===== config.mk =====
export PLATFORM = sky130hd
export DESIGN_NAME = ps2_event_decoder
export DESIGN_NICKNAME = d
export VERILOG_FILES = /design/src/rtl/ps2_pkg.sv /design/src/rtl/ps2_rx_frame.sv /design/src/rtl/ps2_event_decoder.sv
export SDC_FILE = /design/constraint.sdc
export NUM_CORES = 1
export LEC_CHECK = 0
export ABC_AREA = 0
export CELL_PAD_IN_SITES_DETAIL_PLACEMENT = 1
export CELL_PAD_IN_SITES_GLOBAL_PLACEMENT = 2
export CORE_MARGIN = 5
export CORE_UTILIZATION = 44
export CTS_BUF_LIST = sky130_fd_sc_hd__clkbuf_8
export CTS_CLUSTER_SIZE = 30
export DETAILED_ROUTE_END_ITERATION = 10
export DONT_BUFFER_PORTS = 1
export GPL_ROUTABILITY_DRIVEN = 0
export GPL_TIMING_DRIVEN = 0
export PLACE_DENSITY = 0.79
export SYNTH_ARGS = -nofsm -noshare
export SYNTH_HDL_FRONTEND = slang
export SYNTH_SLANG_ARGS = --single-unit

===== constraint.sdc =====
create_clock -name clock -period 2.6 [get_ports clock]
set_input_delay 0.26 -clock clock [delete_from_list [all_inputs] [get_ports clock]]
set_output_delay 0.26 -clock clock [all_outputs]
set_load 0.03 [all_outputs]

===== src/rtl/ps2_pkg.sv =====
// Shared constants, frame FSM state type and byte-classification helpers
// for the PS/2 keyboard event decoder.
package ps2_pkg;

  localparam logic [7:0] PS2_PFX_EXT     = 8'hE0;
  localparam logic [7:0] PS2_PFX_BRK     = 8'hF0;
  localparam logic [7:0] PS2_PFX_PAUSE   = 8'hE1;
  localparam logic [7:0] PS2_FAKE_LSHIFT = 8'h12;
  localparam logic [7:0] PS2_FAKE_RSHIFT = 8'h59;

  // Bytes that follow E1 in the Pause make sequence and must be swallowed.
  localparam logic [2:0] PS2_PAUSE_TAIL  = 3'd7;

  localparam int EV_TOGGLE  = 10;
  localparam int EV_PRESSED = 9;
  localparam int EV_EXT     = 8;

  typedef enum logic [1:0] {IDLE, DATA, PARITY, STOP} frame_state_t;

  // Keyboard status/ack bytes that never carry a key event.
  function automatic logic is_dropped(input logic [7:0] code);
    case (code)
      8'hAA, 8'hFA, 8'hEE, 8'hFE, 8'h00, 8'hFF: return 1'b1;
      default:                                  return 1'b0;
    endcase
  endfunction

  function automatic logic is_fake_shift(input logic [7:0] code);
    return (code == PS2_FAKE_LSHIFT) || (code == PS2_FAKE_RSHIFT);
  endfunction

  function automatic logic [10:0] ev_word(input logic toggle, input logic pressed,
                                          input logic ext, input logic [7:0] code);
    logic [10:0] w;
    w             = {3'b000, code};
    w[EV_TOGGLE]  = toggle;
    w[EV_PRESSED] = pressed;
    w[EV_EXT]     = ext;
    return w;
  endfunction

endpackage


===== src/rtl/ps2_rx_frame.sv =====
// PS/2 device-to-host frame receiver: line synchronizers, falling-edge detect,
// start/data/parity/stop FSM and an inter-edge watchdog.
module ps2_rx_frame
  import ps2_pkg::*;
#(
  parameter int TIMEOUT     = 4096,
  parameter int SYNC_STAGES = 2
) (
  input  logic       clock,
  input  logic       reset,
  input  logic       ce,
  input  logic       ps2_clk,
  input  logic       ps2_data,
  output logic [7:0] rx_byte,
  output logic       byte_valid,
  output logic       frame_err
);

  localparam int             CW      = $clog2(TIMEOUT + 1);
  localparam logic [CW-1:0]  WD_LAST = CW'(TIMEOUT - 1);

  logic [SYNC_STAGES-1:0] clk_sync;
  logic [SYNC_STAGES-1:0] data_sync;
  logic                   clk_prev;
  logic                   clk_s;
  logic                   data_s;
  logic                   fall;

  frame_state_t           state;
  logic [2:0]             bitcnt;
  logic [7:0]             shift;
  logic                   parity_bit;
  logic [CW-1:0]          wd_cnt;

  assign clk_s  = clk_sync[SYNC_STAGES-1];
  assign data_s = data_sync[SYNC_STAGES-1];
  assign fall   = clk_prev & ~clk_s;

  // byte_valid is a one-ce-cycle strobe with rx_byte stable alongside it;
  // there is no ready, so the consumer must take every strobe it sees.
  always_ff @(posedge clock or posedge reset) begin
    if (reset) begin
      clk_sync   <= '1;
      data_sync  <= '1;
      clk_prev   <= 1'b1;
      state      <= IDLE;
      bitcnt     <= 3'd0;
      shift      <= 8'h00;
      parity_bit <= 1'b0;
      wd_cnt     <= '0;
      rx_byte    <= 8'h00;
      byte_valid <= 1'b0;
      frame_err  <= 1'b0;
    end else if (ce) begin
      clk_sync   <= {clk_sync[SYNC_STAGES-2:0], ps2_clk};
      data_sync  <= {data_sync[SYNC_STAGES-2:0], ps2_data};
      clk_prev   <= clk_s;
      byte_valid <= 1'b0;
      frame_err  <= 1'b0;

      if (state == IDLE || fall) wd_cnt <= '0;
      else                       wd_cnt <= wd_cnt + CW'(1);

      if (fall) begin
        case (state)
          IDLE: begin
            if (!data_s) begin
              state  <= DATA;
              bitcnt <= 3'd0;
            end
          end
          DATA: begin
            shift <= {data_s, shift[7:1]};
            if (bitcnt == 3'd7) state <= PARITY;
            else                bitcnt <= bitcnt + 3'd1;
          end
          PARITY: begin
            parity_bit <= data_s;
            state      <= STOP;
          end
          STOP: begin
            if (data_s && (^{shift, parity_bit})) begin
              rx_byte    <= shift;
              byte_valid <= 1'b1;
            end else begin
              frame_err  <= 1'b1;
            end
            state <= IDLE;
          end
          default: state <= IDLE;
        endcase
      end else if (state != IDLE && wd_cnt == WD_LAST) begin
        // Device stopped clocking mid-frame: abandon it.
        state     <= IDLE;
        frame_err <= 1'b1;
      end
    end
  end

endmodule


===== src/rtl/ps2_event_decoder.sv =====
// PS/2 scan-set-2 byte stream to 11-bit key-event word {toggle, pressed, ext, code}.
// Optional PS2_TYPEMATIC_FILTER_EN suppresses repeated makes of the held key.
module ps2_event_decoder
  import ps2_pkg::*;
#(
  parameter int TIMEOUT     = 4096,
  parameter int SYNC_STAGES = 2
) (
  input  logic        clock,
  input  logic        reset,
  input  logic        ce,
  input  logic        ps2_clk,
  input  logic        ps2_data,
  output logic [10:0] ps2,
  output logic        frame_err
);

  logic [7:0] rx_byte;
  logic       byte_valid;
  logic       ext_flag;
  logic       brk_flag;
  logic [2:0] discard_cnt;

`ifdef PS2_TYPEMATIC_FILTER_EN
  logic       last_valid;
  logic [8:0] last_make;
`endif

  ps2_rx_frame #(
    .TIMEOUT     (TIMEOUT),
    .SYNC_STAGES (SYNC_STAGES)
  ) u_rx (
    .clock      (clock),
    .reset      (reset),
    .ce         (ce),
    .ps2_clk    (ps2_clk),
    .ps2_data   (ps2_data),
    .rx_byte    (rx_byte),
    .byte_valid (byte_valid),
    .frame_err  (frame_err)
  );

  always_ff @(posedge clock or posedge reset) begin
    if (reset) begin
      ps2         <= 11'h000;
      ext_flag    <= 1'b0;
      brk_flag    <= 1'b0;
      discard_cnt <= 3'd0;
`ifdef PS2_TYPEMATIC_FILTER_EN
      last_valid  <= 1'b0;
      last_make   <= 9'h000;
`endif
    end else if (ce && byte_valid) begin
      if (discard_cnt != 3'd0) begin
        discard_cnt <= discard_cnt - 3'd1;
      end else if (rx_byte == PS2_PFX_PAUSE) begin
        discard_cnt <= PS2_PAUSE_TAIL;
      end else if (rx_byte == PS2_PFX_EXT) begin
        ext_flag <= 1'b1;
      end else if (rx_byte == PS2_PFX_BRK) begin
        brk_flag <= 1'b1;
      end else if (is_dropped(rx_byte)) begin
        // Status bytes leave any pending prefix intact.
      end else if (ext_flag && is_fake_shift(rx_byte)) begin
        ext_flag <= 1'b0;
        brk_flag <= 1'b0;
      end else begin
        ext_flag <= 1'b0;
        brk_flag <= 1'b0;
`ifdef PS2_TYPEMATIC_FILTER_EN
        if (!brk_flag && last_valid && last_make == {ext_flag, rx_byte}) begin
          // Auto-repeat of the held key: no new event.
        end else begin
          ps2 <= ev_word(~ps2[EV_TOGGLE], ~brk_flag, ext_flag, rx_byte);
          if (!brk_flag) begin
            last_valid <= 1'b1;
            last_make  <= {ext_flag, rx_byte};
          end else if (last_valid && last_make == {ext_flag, rx_byte}) begin
            last_valid <= 1'b0;
          end
        end
`else
        ps2 <= ev_word(~ps2[EV_TOGGLE], ~brk_flag, ext_flag, rx_byte);
`endif
      end
    end
  end

endmodule


Word-level counts from Yosys, hierarchy flattened
Index checks and enable logic that the tools add are counted.

Bits in registers: 58. Latch bits: 0. RAM bits: 0. Memory bits (read-only): 0. Bits of input ports: 5. Output and inout bits: 12. Word-level logic and storage cells: 102. Memories kept: 0.

$add $sub $neg: 3. Multipliers: 0. Divide/modulo/power cells: 0. $lt $le $gt $ge: 0. Eq/ne operators: 22. Shifts and indexed selects: 0. Mux-type cells: 28. Bitwise gates (word level): 10. Reductions and logical operators: 24.

Operator list (number): $eq A8 B8 Y1 const B (8); $mux W1 (17); $reduce_and A5 Y1 (3); $add A13 B1 Y13 const B (1); $eq A13 B12 Y1 const B (1); $mux W13 (1); $mux W3 (4); $ne A2 B2 Y1 const B (5); $not A1 Y1 (9); $reduce_xor A9 Y1 (1); $eq A8 B5 Y1 const B (1); $eq A8 B7 Y1 const B (1); $logic_not A8 Y1 (1); $mux W2 (4); $pmux W2 S4 (1); $reduce_and A4 Y1 (2); $reduce_bool A2 Y1 (4); $reduce_and A7 Y1 (1); $ne A3 B3 Y1 const B (2); $pmux W3 S2 (1); $reduce_and A3 Y1 (2); $reduce_or A6 Y1 (1); $eq A2 B2 Y1 const B (2); $logic_and A1 B1 Y1 (4); other kinds (9) (10).

Depth between registers and ports, before layout
Depth after elaboration: 11. Mapped depth: 8. Mapped depth without buffers: 7.

By module
From an unflattened synthesis, not the netlist that was laid out.

Cell total of the unflattened synthesis: 257. Area total of the unflattened synthesis: 2996.6 µm².

By module, submodules not included: ps2_rx_frame (times used 1, cells an instance 182, area each 2118.3 µm², sequential area each 1057.3 µm²); ps2_event_decoder (times used 1, cells an instance 75, area each 878.3 µm², sequential area each 400.4 µm²).

Least setup slack after synthesis
No wires, ideal clock.

Kind: reg-to-reg. Start: reg u_rx.rx_byte[1]. End: reg ps2[0]. Library setup time: 0.125 ns. Arrival time: 2.026 ns. Required time: 2.475 ns. Path slack: 0.449 ns. Stages on the path, launching flop included: 7. Buffers on the path: 1. Clock period less this slack: 2.151 ns. Cell sequence: dfrtp_1 or4b_4 or3_1 and3_1 and3_4 buf_6 mux2_4.

Cells in the longest elaborated chain, start to end: 10. Elaborated cells on any way between the ends: 26. Those cells by class: eq/ne: 10; mux: 6; bitwise: 5; reduce/logical: 5.

RTL lines: from (decl) (RTL line ps2_rx_frame.sv:14) `output logic [7:0] rx_byte,`; from (signal assigned) (RTL line ps2_rx_frame.sv:83) `rx_byte <= shift;`; $eq A8 B8 Y1 / $logic_not A8 Y1 (equally long branches) (RTL line ps2_pkg.sv:22) `case (code)`; $reduce_or A6 Y1 (RTL line ps2_pkg.sv:22); $mux W1 (RTL line ps2_pkg.sv:22); $mux W1 (RTL line ps2_event_decoder.sv:60) `end else if (rx_byte == PS2_PFX_BRK) begin`; $mux W1 (RTL line ps2_event_decoder.sv:58) `end else if (rx_byte == PS2_PFX_EXT) begin`; $mux W1 (RTL line ps2_event_decoder.sv:56) `end else if (rx_byte == PS2_PFX_PAUSE) begin`; $mux W1 (RTL line ps2_event_decoder.sv:54) `if (discard_cnt != 3'd0) begin`; $mux W1 (RTL line ps2_event_decoder.sv:53) `end else if (ce && byte_valid) begin`; $not A1 Y1 (no line); $reduce_and A7 Y1 (no line) *; to (signal assigned) (RTL line ps2_event_decoder.sv:83) `ps2 <= ev_word(~ps2[EV_TOGGLE], ~brk_flag, ext_flag, rx_byte);`; to (decl) (RTL line ps2_event_decoder.sv:14) `output logic [10:0] ps2,`.

Mark *: on every way between the ends. The rest lies on a longest branch, timed or not. The select of a mux whose other input is x is not followed. A chain may end at the register's enable or synchronous reset.

Worst setup path in the final report
Start: reg u_rx.rx_byte[1]. End: reg ps2[6].

Same word-level chain as after synthesis.

==> flow_summary.ini <==
[clock_network]
cts_max_level = 3
cts_num_sinks = 58
cts_buffers = 9
clk_path_buf_depth = 2
cts_root_buffer = clkbuf_8
path_clk_slew_ps = 70
clkLatencyLatePin_ps = 340
tritoncts = done

[timing]
tightest_slew_ps = 739
finalSetupViolations = 0
fin_setup_tns_ps = 0
max_freq_mhz = 422
rsz0062_at_grt = false
skew_ps = 6.83
relSlewSlack = 0.505
post-route-period-util = 0.912
report.final.slew_viol_count = 0
finalHoldViolCount = 0
fin_crit_ps = 2370
worst_hold_slack_ps = 74.8

[logic_synthesis]
syn_area_um2 = 2810
synth_edf_count = 0
ys.flop_type = dfrtp_1
ys_seq_elements = 58
synthCells = 247
avgSynthCellArea_um2 = 11.4
ys_warn_count = 0
synthDistinctLibCells = 51
synth_nets = 261
synthArstFlopShare = 1.00
synth-seq-area-share = 0.518

[power]
comb_power_share = 0.188
clkPwrFrac = 0.372
peakVddDrop_mv = 0.356
switching_power_w = 0.000712
power_density_nw_per_um2 = 788
power_frac_seq = 0.440
swShare = 0.286
p_leak_nw = 1.46
p_int_w = 0.00178

[run_status]
status = finished clean

[floorplanning]
die_w_um = 90.0
rows = 29
ios = 17
coreArea_um2 = 6280
die_y_um = 90.0
start_util = 0.448
dieArea_um2 = 8090

[layout]
final_cell_mix = 53 x dfrtp_1, 26 x nand2_1, 18 x mux2_2, 17 x nor2_1
nets = 274
n_antenna_cell = 0
area_delta_synth_final_pct = 12.3
drive_gt1_frac = 0.208
final_common_cell = dfrtp_1
fin_area_um2 = 3160

[routing]
wl_um = 5500
dr.pass1.iters = 4
drc_errors = 0
vias = 1854
via_per_inst = 5.42
ant_nets = 0
routedWlPerCell_um = 16.1
drtIter0Drc = 29

[min_path]
hp-class = in2reg

[grt]
overflow = 0
track_usage = 0.147
grt_max_degree = 34
antenna_found_initial = 0
grt_pass1_vias = 1976
grt_pass1_wl_um = 9580

[place]
port_buffers = 0
place_area_um2 = 2930
dpl.hpwl_um = 3910

[worst_setup_path]
crit_type = reg2reg
required_ps = 2820
crit_fanout = 10
cp-start-kind = flop
arrival_ps = 2590
setup.worst_path.end_class = flop

[job]
maxCapViolCount = 0
-- repair_timing --
| action | CTS | global route |
|---|---|---|
| endpoints found under the hold margin | 28 | 0 |
| resized for setup | 0 | 0 |
| hold buffers | 1 | 0 |
| buffers inserted | 0 | 0 |
-- power groups by stage --
stage | registers [W] | logic (W) | clock network [W]
finish | 0.00110 | 0.000468 | 0.000925
global route | 0.00111 | 0.000528 | 0.000996
CTS | 0.00110 | 0.000476 | 0.000951
detailed placement | 0.00111 | 0.000472 | 0
global placement | 0.00111 | 0.000446 | 0
floorplan | 0.00109 | 0.000373 | 0
-- logic make-up (layout without fill, tap and decap cells) --
kind of cell | Yosys count | in the layout | share of synthesized area
muxes | 29 | 29 | 0.127
AOI/OAI and AO/OA | 30 | 30 | 0.0720
buffers and inverters | 19 | 37 | 0.0285
DFF | 58 | 58 | 0.518
and+or+nand+nor | 85 | 85 | 0.157
adders and majority gates | 9 | 9 | 0.0400
xor gates and xnor gates | 17 | 17 | 0.0578
-- state kept, by name, indices dropped and copies added (netlist names) --
name / flops
ps2: 11
u_rx.parity_bit: 1
u_rx.clk_sync: 2
u_rx.bitcnt: 3
u_rx.shift: 8
brk_flag: 1
u_rx.byte_valid: 1
u_rx.frame_err: 1
u_rx.data_sync: 2
u_rx.clk_prev: 1
ext_flag: 1
discard_cnt: 3
u_rx.wd_cnt: 13
u_rx.state: 2
u_rx.rx_byte: 8
-- Yosys cell counts (3+ instances only) --
cell type,n,area share
a21oi_1,3,0.0053
clkbuf_1,5,0.0067
dfrtp_1,53,0.47
dfstp_2,5,0.047
ha_1,9,0.040
inv_1,11,0.015
mux2_1,3,0.012
mux2_2,18,0.072
mux2_4,8,0.043
nand2_1,26,0.035
nand3_1,12,0.021
nor2_1,17,0.023
nor2b_1,5,0.011
nor3_1,5,0.0089
o21ai_0,8,0.014
o21ai_1,3,0.0053
o2bb2ai_1,3,0.0093
xnor2_1,12,0.037
xor2_1,4,0.012
-- metrics by stage --
stage          utilization  setup slack, ps  instances  total power (W)
2_1_floorplan            -              449        247          0.00146
3_3_place_gp         0.464              233        324          0.00155
3_5_place_dp         0.467              243        325          0.00158
4_1_cts              0.503              218        342          0.00252
5_1_grt              0.503             33.1        342          0.00264
6_report             0.503              228        342          0.00249
-- area by class of cell --
class | count | area [um^2]
Buffer | 8 | 38.8
Clock buffer | 10 | 138
Clock inverter | 6 | 81.3
Fill cell | 677 | 3120
Inverter | 11 | 41.3
Multi-Input combinational cell | 170 | 1280
Sequential cell | 58 | 1460
Tap cell | 77 | 96.3
Timing Repair Buffer | 2 | 30.0
-- layer usage --
metal / GRT usage / routed length [um] / vias up / share of wire
met1: 0.178 / 2380 / 943 / 0.43
met3: 0.0359 / 133 / 8 / 0.024
li1: - / - / 885 / -
met4: 0.0707 / 97 / 0 / 0.018
met2: 0.243 / 2880 / 18 / 0.52
met5: 0 / 0 / - / 0
-- critical path: stages (launching register included) --
cell and delay, ps:
dfrtp_1 460, or4b_4 570, o41ai_1 360, nor2_1 210, and3_4 200, buf_6 150, mux2_4 300
-- final timing paths --
check,startpoint,endpoint,depth (start not counted),slack [ps]
setup reg to reg,u_rx.rx_byte[1]$_DFFE_PP0P_,ps2[6]$_DFFE_PP0P_,6,230
hold reg to reg,brk_flag$_DFFE_PP0P_,ps2[9]$_DFFE_PP0P_,1,450
max in group asynchronous,reset,u_rx.data_sync[1]$_DFFE_PP1P_,3,1440
setup / recovery,u_rx.rx_byte[1]$_DFFE_PP0P_,ps2[6]$_DFFE_PP0P_,6,230
min in group asynchronous,reset,u_rx.state[0]$_DFFE_PP0P_,2,500
hold / removal,ps2_data,u_rx.data_sync[0]$_DFFE_PP1P_,1,70
No activity file was read; power rests on OpenSTA's default activity.
